$ cat src/rtl/alu_pkg.sv
// Shared definitions for the sequential ALU.
//   - alu_op_t and the alu_ctrl operation codes
//   - state_t : control FSM states (IDLE / BUSY / DONE)
//   - is_mul_op() : true for the two multiply codes
package alu_pkg;

    typedef logic [3:0] alu_op_t;

    localparam alu_op_t ALU_AND   = 4'b0000;
    localparam alu_op_t ALU_OR    = 4'b0001;
    localparam alu_op_t ALU_ADD   = 4'b0010;
    localparam alu_op_t ALU_SLTU  = 4'b0101;
    localparam alu_op_t ALU_SUB   = 4'b0110;
    localparam alu_op_t ALU_SLT   = 4'b0111;
    localparam alu_op_t ALU_MULTU = 4'b1000;
    localparam alu_op_t ALU_MULT  = 4'b1001;
    localparam alu_op_t ALU_NOR   = 4'b1100;

    typedef enum logic [1:0] {
        IDLE = 2'd0,
        BUSY = 2'd1,
        DONE = 2'd2
    } state_t;

    function automatic logic is_mul_op(input alu_op_t op);
        return (op == ALU_MULT) || (op == ALU_MULTU);
    endfunction

endpackage

$ cat src/rtl/alu_seq_if.sv
// Request/response bundle between the EX stage and the ALU.
//   master : EX stage side (drives the request, consumes the result)
//   slave  : ALU side
// Request : in_valid, in_ready, alu_ctrl, a_in, b_in
// Response: out_valid, out_ready, result, hi, zero, ovf, cout, err
interface alu_seq_if #(
    parameter int WIDTH = 32
);
    logic                 in_valid;
    logic                 in_ready;
    alu_pkg::alu_op_t     alu_ctrl;
    logic [WIDTH-1:0]     a_in;
    logic [WIDTH-1:0]     b_in;
    logic                 out_valid;
    logic                 out_ready;
    logic [WIDTH-1:0]     result;
    logic [WIDTH-1:0]     hi;
    logic                 zero;
    logic                 ovf;
    logic                 cout;
    logic                 err;

    modport master (
        output in_valid, alu_ctrl, a_in, b_in, out_ready,
        input  in_ready, out_valid, result, hi, zero, ovf, cout, err
    );

    modport slave (
        input  in_valid, alu_ctrl, a_in, b_in, out_ready,
        output in_ready, out_valid, result, hi, zero, ovf, cout, err
    );
endinterface

$ cat src/rtl/alu_mul_seq.sv
// Shift-add unsigned multiplier core with optional result negation.
// Ports:
//   clk, rst_n  : clock, synchronous active-low reset
//   start_i     : load operands and begin (one cycle pulse)
//   mcand_i     : multiplicand magnitude
//   mplier_i    : multiplier magnitude
//   neg_i       : negate the final 2*WIDTH product
//   done_o      : final iteration happens at the coming edge
//   prod_o      : final (possibly negated) product, valid while done_o
module alu_mul_seq #(
    parameter int WIDTH = 32
) (
    input  logic               clk,
    input  logic               rst_n,
    input  logic               start_i,
    input  logic [WIDTH-1:0]   mcand_i,
    input  logic [WIDTH-1:0]   mplier_i,
    input  logic               neg_i,
    output logic               done_o,
    output logic [2*WIDTH-1:0] prod_o
);
    localparam int CW = $clog2(WIDTH + 1);

    logic [CW-1:0]      cnt_q, cnt_d;
    logic [2*WIDTH-1:0] acc_q, acc_d;
    logic [WIDTH-1:0]   mcand_q;
    logic               neg_q;

    logic [WIDTH:0]     upper;
    logic [2*WIDTH-1:0] step;

    // Multiplier lives in the low half of the accumulator and shifts out
    // as the partial product shifts in from the top (carry included).
    always_comb begin
        upper = {1'b0, acc_q[2*WIDTH-1:WIDTH]}
              + (acc_q[0] ? {1'b0, mcand_q} : {(WIDTH+1){1'b0}});
        step  = {upper, acc_q[WIDTH-1:1]};

        acc_d = acc_q;
        cnt_d = cnt_q;
        if (start_i) begin
            acc_d = {{WIDTH{1'b0}}, mplier_i};
            cnt_d = CW'(WIDTH);
        end else if (cnt_q != '0) begin
            acc_d = step;
            cnt_d = cnt_q - CW'(1);
        end
    end

    // Result is handed out combinationally on the last step so the
    // controller can register it in the same edge the count hits zero.
    assign done_o = (cnt_q == CW'(1));
    assign prod_o = neg_q ? (~step + 1'b1) : step;

    always_ff @(posedge clk) begin
        if (!rst_n) begin
            cnt_q   <= '0;
            acc_q   <= '0;
            mcand_q <= '0;
            neg_q   <= 1'b0;
        end else begin
            cnt_q <= cnt_d;
            acc_q <= acc_d;
            if (start_i) begin
                mcand_q <= mcand_i;
                neg_q   <= neg_i;
            end
        end
    end

endmodule

$ cat src/rtl/alu_seq.sv
// WIDTH-bit EX-stage ALU: single-cycle logic/add/compare ops and
// multi-cycle MULT/MULTU, behind a valid/ready handshake.
// Ports:
//   clk, rst_n : clock, synchronous active-low reset
//   bus        : alu_seq_if slave (request operands/op, response result/flags)
module alu_seq
    import alu_pkg::*;
#(
    parameter int WIDTH = 32
) (
    input  logic      clk,
    input  logic      rst_n,
    alu_seq_if.slave  bus
);
    state_t             state_q, state_d;
    logic [WIDTH-1:0]   result_q, result_d;
    logic [WIDTH-1:0]   hi_q, hi_d;
    logic               zero_q, zero_d;
    logic               ovf_q, ovf_d;
    logic               cout_q, cout_d;
    logic               err_q, err_d;

    alu_op_t            op;
    logic               b_inv;
    logic [WIDTH-1:0]   bx;
    logic [WIDTH:0]     sum;
    logic               s_ovf;
    logic [WIDTH-1:0]   alu_res;
    logic               alu_ovf, alu_cout, alu_err;
    logic               accept, mul_start, mul_signed, mul_done;
    logic [WIDTH-1:0]   a_mag, b_mag;
    logic [2*WIDTH-1:0] mul_prod;

    assign op     = bus.alu_ctrl;
    assign accept = bus.in_valid && (state_q == IDLE);

    // One adder serves ADD/SUB/SLT/SLTU; bit 2 of the opcode selects
    // B-invert with carry-in 1 (subtract).
    assign b_inv = op[2];
    assign bx    = b_inv ? ~bus.b_in : bus.b_in;
    assign sum   = {1'b0, bus.a_in} + {1'b0, bx} + {{WIDTH{1'b0}}, b_inv};
    assign s_ovf = (bus.a_in[WIDTH-1] == bx[WIDTH-1]) &&
                   (sum[WIDTH-1] != bus.a_in[WIDTH-1]);

    always_comb begin
        alu_res  = '0;
        alu_ovf  = 1'b0;
        alu_cout = 1'b0;
        alu_err  = 1'b0;
        case (op)
            ALU_AND:  alu_res = bus.a_in & bus.b_in;
            ALU_OR:   alu_res = bus.a_in | bus.b_in;
            ALU_NOR:  alu_res = ~(bus.a_in | bus.b_in);
            ALU_ADD, ALU_SUB: begin
                alu_res  = sum[WIDTH-1:0];
                alu_ovf  = s_ovf;
                alu_cout = sum[WIDTH];
            end
            ALU_SLT:  alu_res = {{(WIDTH-1){1'b0}}, sum[WIDTH-1] ^ s_ovf};
            ALU_SLTU: alu_res = {{(WIDTH-1){1'b0}}, ~sum[WIDTH]};
            default:  alu_err = 1'b1;
        endcase
    end

    // Signed multiply runs on magnitudes; the most-negative value's
    // magnitude still fits in WIDTH unsigned bits.
    assign mul_signed = (op == ALU_MULT);
    assign a_mag = (mul_signed && bus.a_in[WIDTH-1]) ? (~bus.a_in + 1'b1) : bus.a_in;
    assign b_mag = (mul_signed && bus.b_in[WIDTH-1]) ? (~bus.b_in + 1'b1) : bus.b_in;

    alu_mul_seq #(.WIDTH(WIDTH)) u_mul (
        .clk      (clk),
        .rst_n    (rst_n),
        .start_i  (mul_start),
        .mcand_i  (a_mag),
        .mplier_i (b_mag),
        .neg_i    (mul_signed && (bus.a_in[WIDTH-1] ^ bus.b_in[WIDTH-1])),
        .done_o   (mul_done),
        .prod_o   (mul_prod)
    );

    always_comb begin
        state_d   = state_q;
        result_d  = result_q;
        hi_d      = hi_q;
        zero_d    = zero_q;
        ovf_d     = ovf_q;
        cout_d    = cout_q;
        err_d     = err_q;
        mul_start = 1'b0;
        case (state_q)
            IDLE: begin
                if (accept) begin
                    if (is_mul_op(op)) begin
                        mul_start = 1'b1;
                        state_d   = BUSY;
                    end else begin
                        result_d = alu_res;
                        hi_d     = '0;
                        zero_d   = (alu_res == '0);
                        ovf_d    = alu_ovf;
                        cout_d   = alu_cout;
                        err_d    = alu_err;
                        state_d  = DONE;
                    end
                end
            end
            BUSY: begin
                if (mul_done) begin
                    hi_d     = mul_prod[2*WIDTH-1:WIDTH];
                    result_d = mul_prod[WIDTH-1:0];
                    zero_d   = (mul_prod[WIDTH-1:0] == '0);
                    ovf_d    = 1'b0;
                    cout_d   = 1'b0;
                    err_d    = 1'b0;
                    state_d  = DONE;
                end
            end
            DONE: begin
                if (bus.out_ready) state_d = IDLE;
            end
            default: state_d = IDLE;
        endcase
    end

    always_ff @(posedge clk) begin
        if (!rst_n) begin
            state_q  <= IDLE;
            result_q <= '0;
            hi_q     <= '0;
            zero_q   <= 1'b0;
            ovf_q    <= 1'b0;
            cout_q   <= 1'b0;
            err_q    <= 1'b0;
        end else begin
            state_q  <= state_d;
            result_q <= result_d;
            hi_q     <= hi_d;
            zero_q   <= zero_d;
            ovf_q    <= ovf_d;
            cout_q   <= cout_d;
            err_q    <= err_d;
        end
    end

    assign bus.in_ready  = (state_q == IDLE);
    assign bus.out_valid = (state_q == DONE);
    assign bus.result    = result_q;
    assign bus.hi        = hi_q;
    assign bus.zero      = zero_q;
    assign bus.ovf       = ovf_q;
    assign bus.cout      = cout_q;
    assign bus.err       = err_q;

endmodule

$ cat src/flat_wrapper.sv
// flat-port wrapper written by rule: the top's interface ports become plain ports
module alu_seq_flat import alu_pkg::*;
#(
    parameter int WIDTH = 32
)
  (clk, rst_n, bus_in_valid, bus_alu_ctrl, bus_a_in, bus_b_in, bus_out_ready, bus_in_ready, bus_out_valid, bus_result, bus_hi, bus_zero, bus_ovf, bus_cout, bus_err);
  alu_seq_if #(.WIDTH(WIDTH)) bus_i ();
  input  logic clk;
  input  logic rst_n;
  input wire logic [$bits(bus_i.in_valid)-1:0] bus_in_valid;
  input wire logic [$bits(bus_i.alu_ctrl)-1:0] bus_alu_ctrl;
  input wire logic [$bits(bus_i.a_in)-1:0] bus_a_in;
  input wire logic [$bits(bus_i.b_in)-1:0] bus_b_in;
  input wire logic [$bits(bus_i.out_ready)-1:0] bus_out_ready;
  output wire logic [$bits(bus_i.in_ready)-1:0] bus_in_ready;
  output wire logic [$bits(bus_i.out_valid)-1:0] bus_out_valid;
  output wire logic [$bits(bus_i.result)-1:0] bus_result;
  output wire logic [$bits(bus_i.hi)-1:0] bus_hi;
  output wire logic [$bits(bus_i.zero)-1:0] bus_zero;
  output wire logic [$bits(bus_i.ovf)-1:0] bus_ovf;
  output wire logic [$bits(bus_i.cout)-1:0] bus_cout;
  output wire logic [$bits(bus_i.err)-1:0] bus_err;
  assign bus_i.in_valid = bus_in_valid;
  assign bus_i.alu_ctrl = bus_alu_ctrl;
  assign bus_i.a_in = bus_a_in;
  assign bus_i.b_in = bus_b_in;
  assign bus_i.out_ready = bus_out_ready;
  assign bus_in_ready = bus_i.in_ready;
  assign bus_out_valid = bus_i.out_valid;
  assign bus_result = bus_i.result;
  assign bus_hi = bus_i.hi;
  assign bus_zero = bus_i.zero;
  assign bus_ovf = bus_i.ovf;
  assign bus_cout = bus_i.cout;
  assign bus_err = bus_i.err;
  alu_seq #(.WIDTH(WIDTH)) u_core (.clk(clk), .rst_n(rst_n), .bus(bus_i));
endmodule
$ cat config.mk
export PLATFORM = sky130hd
export DESIGN_NAME = alu_seq_flat
export DESIGN_NICKNAME = d
export VERILOG_FILES = /design/src/rtl/alu_pkg.sv /design/src/rtl/alu_seq_if.sv /design/src/rtl/alu_mul_seq.sv /design/src/rtl/alu_seq.sv /design/src/flat_wrapper.sv
export SDC_FILE = /design/constraint.sdc
export NUM_CORES = 1
export LEC_CHECK = 0
export BUFFER_PORTS_ARGS = -buffer_cell sky130_fd_sc_hd__clkbuf_2
export CAP_MARGIN = 30
export CORE_MARGIN = 5
export CORE_UTILIZATION = 30
export CTS_BUF_LIST = sky130_fd_sc_hd__clkbuf_2 sky130_fd_sc_hd__clkbuf_4 sky130_fd_sc_hd__clkbuf_8
export CTS_CLUSTER_DIAMETER = 200
export DETAILED_ROUTE_END_ITERATION = 10
export PLACE_DENSITY = 0.58
export SLEW_MARGIN = 0
export SYNTH_ARGS = -nofsm -noshare
export SYNTH_HDL_FRONTEND = slang
export SYNTH_SLANG_ARGS = --single-unit
$ cat constraint.sdc
create_clock -name clk -period 4.8 [get_ports clk]
set_input_delay 1.44 -clock clk [delete_from_list [all_inputs] [get_ports clk]]
set_output_delay 1.44 -clock clk [all_outputs]
set_load 0.02 [all_outputs]
==> results of run 1 <==
[worst max-delay path: cells and delay by family]
kind,cells,cell delay (ns)
AOI/OAI and AO/OA,7,1.80
xor gates and xnor gates,2,0.38
adders and majority gates,1,0.28
buffers and inverters,3,0.42
and+or+nand+nor,3,0.50
[report_power, final]
group	switching, mW	leakage (nW)	internal, mW
clock network	0.609	0.210	0.532
registers	0.134	1.40	1.55
logic	1.78	6.20	0.989
[cells in the mapped netlist (all sizes together), types with 36 or more instances]
master / number / share of area [%]
nand2: 283 / 6.9
dfxtp: 173 / 22
a21oi: 150 / 4.8
clkbuf: 138 / 3.3
o21ai: 136 / 4.4
nor2: 115 / 2.8
xor2: 103 / 5.8
xnor2: 92 / 5.2
ha: 72 / 5.8
and2: 71 / 2.9
nand3: 70 / 2.3
o211a: 60 / 3.9
nor3: 52 / 1.8
nor2b: 45 / 1.8
inv: 36 / 0.87
[state kept, by name (all words and copies together) (netlist names)]
name                  count
u_core.bus.cout           1
u_core.bus.err            1
u_core.bus.hi            32
u_core.bus.ovf            1
u_core.bus.result        32
u_core.bus.zero           1
u_core.state_q            2
u_core.u_mul.acc_q       64
u_core.u_mul.cnt_q        6
u_core.u_mul.mcand_q     32
u_core.u_mul.neg_q        1
[area by class of cell]
| cell class | instances | area [um2] | share of cell area (%) |
|---|---|---|---|
| Tap cell | 680 | 850.8 | 4.695 |
| Sequential cell | 173 | 3465 | 19.12 |
| Inverter | 36 | 135.1 | 0.7458 |
| Multi-Input combinational cell | 1720 | 11340 | 62.57 |
| Clock inverter | 13 | 178.9 | 0.9874 |
| Timing Repair Buffer | 299 | 1907 | 10.52 |
| Antenna cell | 2 | 5.005 | 0.02762 |
| Clock buffer | 18 | 241.5 | 1.333 |
[logic make-up (layout without fill, tap and decap cells)]
logic type / Yosys count / count (layout) / synth area share (%)
flops: 173 / 173 / 22.32
xor+xnor: 195 / 195 / 11.01
mux: 11 / 11 / 0.7420
compound gates: 616 / 616 / 27.28
other cells: 0 / 2 / 0
buf+inv: 198 / 366 / 4.928
simple gates: 794 / 794 / 25.72
fa+ha+maj: 104 / 104 / 8.001
[stage by stage]
step                setup slack (ns)  hold slack, ns
finish                        0.4205          0.4589
detailed placement          -0.06093          0.4460
CTS                           0.4543          0.4631
floorplan                    0.01377          0.4362
global route                 0.03850          0.4791
global placement            -0.01060          0.4399
[routing by layer]
| metal | track usage [%] | vias up |
|---|---|---|
| li1 | - | 7861 |
| met4 | 4.933 | 2 |
| met5 | 0 | - |
| met3 | 2.831 | 75 |
| met2 | 30.72 | 708 |
| met1 | 29.61 | 7904 |
[worst max path at each step]
stage,to,slack [ns]
after floorplan,u_core.bus.zero,0.01
after global placement,u_core.bus.zero,-0.01
after detailed placement,u_core.bus.zero,-0.06
after CTS,u_core.bus.zero,0.45
after global routing,u_core.u_mul.mcand_q[31],0.04
final,u_core.bus.zero,0.42
==> impl_metrics.csv, run 1 <==
group,metric,value,unit
clocking,path_clk_slew,0.11,ns
floorplan,core-area,51300,um2
sta,tightest_slew,0.8576,ns
sta,skew,0.02212,ns
worst_setup_path,end_kind,"register",
layout,fillCellCount,5465,
worst_setup_path,cp_max_fo,4,
clocking,cts_resized,0,
placement,numPortBuffers,141,
layout,final_cell_mix,"nand2_1, dfxtp_1, buf_4",
worst_setup_path,r2r_end,"u_core.bus.hi[18]",
sta,relSlewSlack,42.83,%
floorplan,row_count,83,
routing,dr_wl_met2,25.63,mm
grt,grt_pass1_vias,15190,
synthesis,synth_seq_cells,173,
sta,rsz0062_at_grt,"false",
placement,dp_cells,2908,
routing,vias_per_cell,5.627,
grt,grt_max_degree,75,
routing,drt-initial-drc-count,1652,
floorplan,ios,142,
layout,area_delta_synth_final,16.80,%
pwr,p_leak,7.815,nW
grt,grt_usage,20.03,%
clocking,hold_buffers,0,
synthesis,synth_ff_type,"dfxtp_1",
worst_setup_path,cpMaxStageDelayCell,"a221o_1",
flow_run,cap_violations,0,
grt,grt_pass1_wl,90.16,mm
sta,slew_viol_final,0,
clocking,cts_buffers,17,
clocking,insertion_delay,0.49,ns
synthesis,syn_area,15510,um2
clocking,cts-root-buf,"clkbuf_8",
synthesis,netlist-cell-type-count,93,
synthesis,synth_enable_flop_cells,0,
worst_setup_path,r2r-start,"u_core.u_mul.acc_q[0]",
worst_setup_path,crit_arrival,4.80,ns
routing,vias,16550,
synthesis,ys_seq_area_share,22.32,%
routing,wirelength_met1,27.76,mm
synthesis,syn_inst,2091,
layout,stdcell_count,2941,
synthesis,avgSynthCellArea,7.419,um2
routing,wire_per_inst,20.24,um
worst_setup_path,max_stage_delay,0.41,ns
placement,hpwl,47.50,mm
layout,drive_gt1_share,16.82,%
min_path,worstHoldPathCells,2,
worst_setup_path,worstSetupPathType,"input pin to register",
worst_setup_path,reg2reg_depth,14,
clocking,cts_buffer_depth,2,
placement,gp_congestion,0.9543,
routing,dr.pass1.iters,5,
min_path,min_delay_worst_endpoint,"u_core.bus.hi[24]",
sta,finalHoldViolCount,0,
floorplan,dieArea,56360,um2
run_status,outcome,"complete, no violations",
synthesis,yosys_warnings,0,
sta,tns,0,ns
placement,post_dp_cell_area,17690,um2
synthesis,synth-async-reset-ratio,0,%
floorplan,die_h,237.4,um
min_path,min_path_type,"register to register",
layout,final_area,18120,um2
sta,setup_viol,0,
routing,wl_met3,4.812,mm
floorplan,fp.dieW,237.4,um
sta,finalCriticalPeriod,4.379,ns
routing,routed_wl,59.52,mm
pwr,cellPowerDensity,308.7,nW/um2
layout,final_common_cell,"nand2_1",
clocking,postCtsSetupRepairBufs,0,
worst_setup_path,crit_chain,"clkbuf_2, buf_4, xor2_1, ha_1, o21a_1, o2111ai_1, o21ai_1, buf_4, a311o_1, a221o_1, xor2_1, a221oi_1, and3_1, and4_1, nand4_1, o2bb2ai_1",
routing,drc_errors,0,
worst_setup_path,r2r_setup_slack,0.45,ns
synthesis,synth_nets,2237,
worst_setup_path,start_kind,"input pin",
clocking,cts_max_level,4,
grt,antenna_found_initial,3,
clocking,tritoncts,"done",
layout,final_util,35.32,%
pwr,peakVddDrop,0.2892,mV
worst_setup_path,required,5.22,ns
pwr,power,5.593,mW
layout,nNetsFinal,2393,
grt,gr-total-overflow,0,
clocking,clock-sinks,173,
sta,period_share,91.24,%
floorplan,start_util,30.24,%
worst_setup_path,setup.worst_path.start,"bus_alu_ctrl[2]",
sta,clock.fmax,228.3,MHz
routing,final_antenna_net_count,0,
min_path,min_from,"u_core.bus.hi[24]",
routing,highest_layer,"met5",
Power figures use the tool's default switching activity.
==> run 2, diff against run 1 <==
--- a/config.mk
+++ b/config.mk
@@ -7,12 +7,15 @@
 export LEC_CHECK = 0
 export BUFFER_PORTS_ARGS = -buffer_cell sky130_fd_sc_hd__clkbuf_2
 export CAP_MARGIN = 30
+export CELL_PAD_IN_SITES_DETAIL_PLACEMENT = 1
+export CELL_PAD_IN_SITES_GLOBAL_PLACEMENT = 1
 export CORE_MARGIN = 5
 export CORE_UTILIZATION = 30
 export CTS_BUF_LIST = sky130_fd_sc_hd__clkbuf_2 sky130_fd_sc_hd__clkbuf_4 sky130_fd_sc_hd__clkbuf_8
 export CTS_CLUSTER_DIAMETER = 200
 export DETAILED_ROUTE_END_ITERATION = 10
-export PLACE_DENSITY = 0.58
+export PLACE_DENSITY = 0.71
+export REMOVE_ABC_BUFFERS = 1
 export SLEW_MARGIN = 0
 export SYNTH_ARGS = -nofsm -noshare
 export SYNTH_HDL_FRONTEND = slang
==> run 2 against run 1 <==
Design area decreased by 0.81%. Highest routed layer is now met4. Largest power group unchanged. Global-route usage increased by 1.5 points. Via count decreased by 0.85%.
==> impl_metrics.csv, run 2 (synthesis gave the netlist of run 1 again) <==
group,metric,value,unit
min_path,min_delay_worst_endpoint,"u_core.bus.hi[27]",
grt,antenna_found_initial,0,
grt,grt_max_degree,86,
min_path,worstHoldPathCells,2,
layout,drive_gt1_share,16.23,%
floorplan,row_count,83,
clocking,path_clk_slew,0.10,ns
routing,routed_wl,62.55,mm
sta,relSlewSlack,39.00,%
run_status,outcome,"complete, no violations",
pwr,peakVddDrop,0.2551,mV
placement,hpwl,49.35,mm
floorplan,dieArea,56360,um2
floorplan,fp.dieW,237.4,um
placement,gp_congestion,0.9380,
floorplan,ios,142,
clocking,cts_buffers,17,
worst_setup_path,r2r-start,"u_core.u_mul.acc_q[0]",
sta,slew_viol_final,0,
routing,vias,16410,
worst_setup_path,worstSetupPathType,"input pin to register",
placement,dp_cells,2891,
worst_setup_path,max_stage_delay,0.53,ns
worst_setup_path,reg2reg_depth,13,
layout,stdcell_count,2923,
min_path,min_from,"u_core.bus.hi[27]",
placement,pre_cts_ws,-0.1508,ns
layout,final_area,17970,um2
floorplan,start_util,30.24,%
worst_setup_path,r2r_setup_slack,0.59,ns
layout,num_antenna_cells,0,
clocking,cts_resized,0,
layout,nNetsFinal,2376,
worst_setup_path,required,5.30,ns
pwr,p_leak,7.733,nW
sta,period_share,92.68,%
sta,fin_ws,0.3512,ns
worst_setup_path,r2r_end,"u_core.bus.hi[30]",
floorplan,core-area,51300,um2
clocking,clock-sinks,173,
worst_setup_path,end_kind,"register",
sta,skew,0.01871,ns
clocking,tritoncts,"done",
layout,regMostFlops,"u_core.u_mul.acc_q",
layout,area_delta_synth_final,15.86,%
sta,tightest_slew,0.9150,ns
routing,drc_errors,0,
sta,rsz0062_at_grt,"false",
layout,final_cell_mix,"nand2_1, dfxtp_1, a21oi_1",
sta,setup_viol,0,
sta,finalHoldViolCount,0,
pwr,power,5.580,mW
layout,final_util,35.03,%
placement,post_dp_cell_area,17570,um2
routing,vias_per_cell,5.614,
grt,grt_pass1_wl,97.21,mm
grt,grt_usage,21.50,%
routing,dr.pass1.iters,5,
floorplan,die_h,237.4,um
worst_setup_path,cp_max_fo,4,
routing,drt-initial-drc-count,1204,
worst_setup_path,cpMaxStageDelayCell,"a211oi_1",
flow_run,cap_violations,0,
sta,finalCriticalPeriod,4.449,ns
min_path,min_path_type,"register to register",
layout,final_common_cell,"nand2_1",
sta,tns,0,ns
worst_setup_path,start_kind,"input pin",
placement,numPortBuffers,141,
sta,whs,0.4588,ns
grt,grt_pass1_vias,17010,
clocking,cts_buffer_depth,2,
pwr,cellPowerDensity,310.5,nW/um2
clocking,hold_buffers,0,
clocking,postCtsSetupRepairBufs,0,
clocking,cts-root-buf,"clkbuf_8",
routing,final_antenna_net_count,0,
sta,clock.fmax,224.8,MHz
worst_setup_path,crit_chain,"clkbuf_2, xor2_1, inv_1, fa_1, nand3b_1, a211oi_1, nor2_1, a211oi_1, a311oi_1, xnor2_1, a221oi_1, and4_1, and4_1, nand4_1, o2bb2ai_1",
grt,gr-total-overflow,0,
layout,largest_reg_flops,64,
clocking,cts_max_level,4,
worst_setup_path,crit_arrival,4.95,ns
clocking,insertion_delay,0.57,ns
routing,wire_per_inst,21.40,um
## run 2: changes by cell type in the layout (fill, tap and decap cells not counted), moves of 2 or more
cell       delta
diode_2       -2
inv_6         -2
clkinv_4      +2
buf_12        +2
bufinv_16     -2
buf_4        -19
## run 2: worst max-delay path by stage
stage	end	cells past startpoint	slack, ns	from
2_1_floorplan	u_core.u_mul.cnt_q[3]	5	0.36	bus_alu_ctrl[1]
3_3_place_gp	u_core.bus.result[0]	17	-0.08	bus_alu_ctrl[2]
3_5_place_dp	u_core.bus.zero	15	-0.15	bus_alu_ctrl[2]
4_1_cts	u_core.bus.hi[30]	15	0.32	u_core.u_mul.acc_q[0]
5_1_grt	u_core.bus.zero	15	0.08	bus_alu_ctrl[2]
6_report	u_core.bus.zero	15	0.35	bus_alu_ctrl[2]
## run 2: cell type report
type	instances	area [um2]
clock buffer	20	262.8
inverter	36	135.1
tap	680	850.8
fill	6435	33330
sequential	173	3466
timing repair buffer	282	1804
clock inverter	12	130.1
multi-input combinational	1720	11320
## run 2: critical path: cells and delay by family
family,cells,cell delay (ns)
XOR/XNOR,2,0.37
AND/OR/NAND/NOR,5,1.03
buffers and inverters,2,0.20
adder cells (fa/ha/maj),1,0.40
AO/OA/AOI/OAI,5,1.50
## run 2: per-layer routing
metal,global-route usage (%),up-vias,share of wire (%)
met5,0,-,0
met4,6.297,0,2.4
met3,2.576,70,3.8
met2,37.83,352,49
met1,27.70,8153,45
li1,-,7835,-
## run 2: power by group
part / total [mW] / switching [mW] / internal [mW]
Sequential: 1.69 / 0.140 / 1.55
Clock: 1.10 / 0.655 / 0.450
Combinational: 2.78 / 1.81 / 0.971
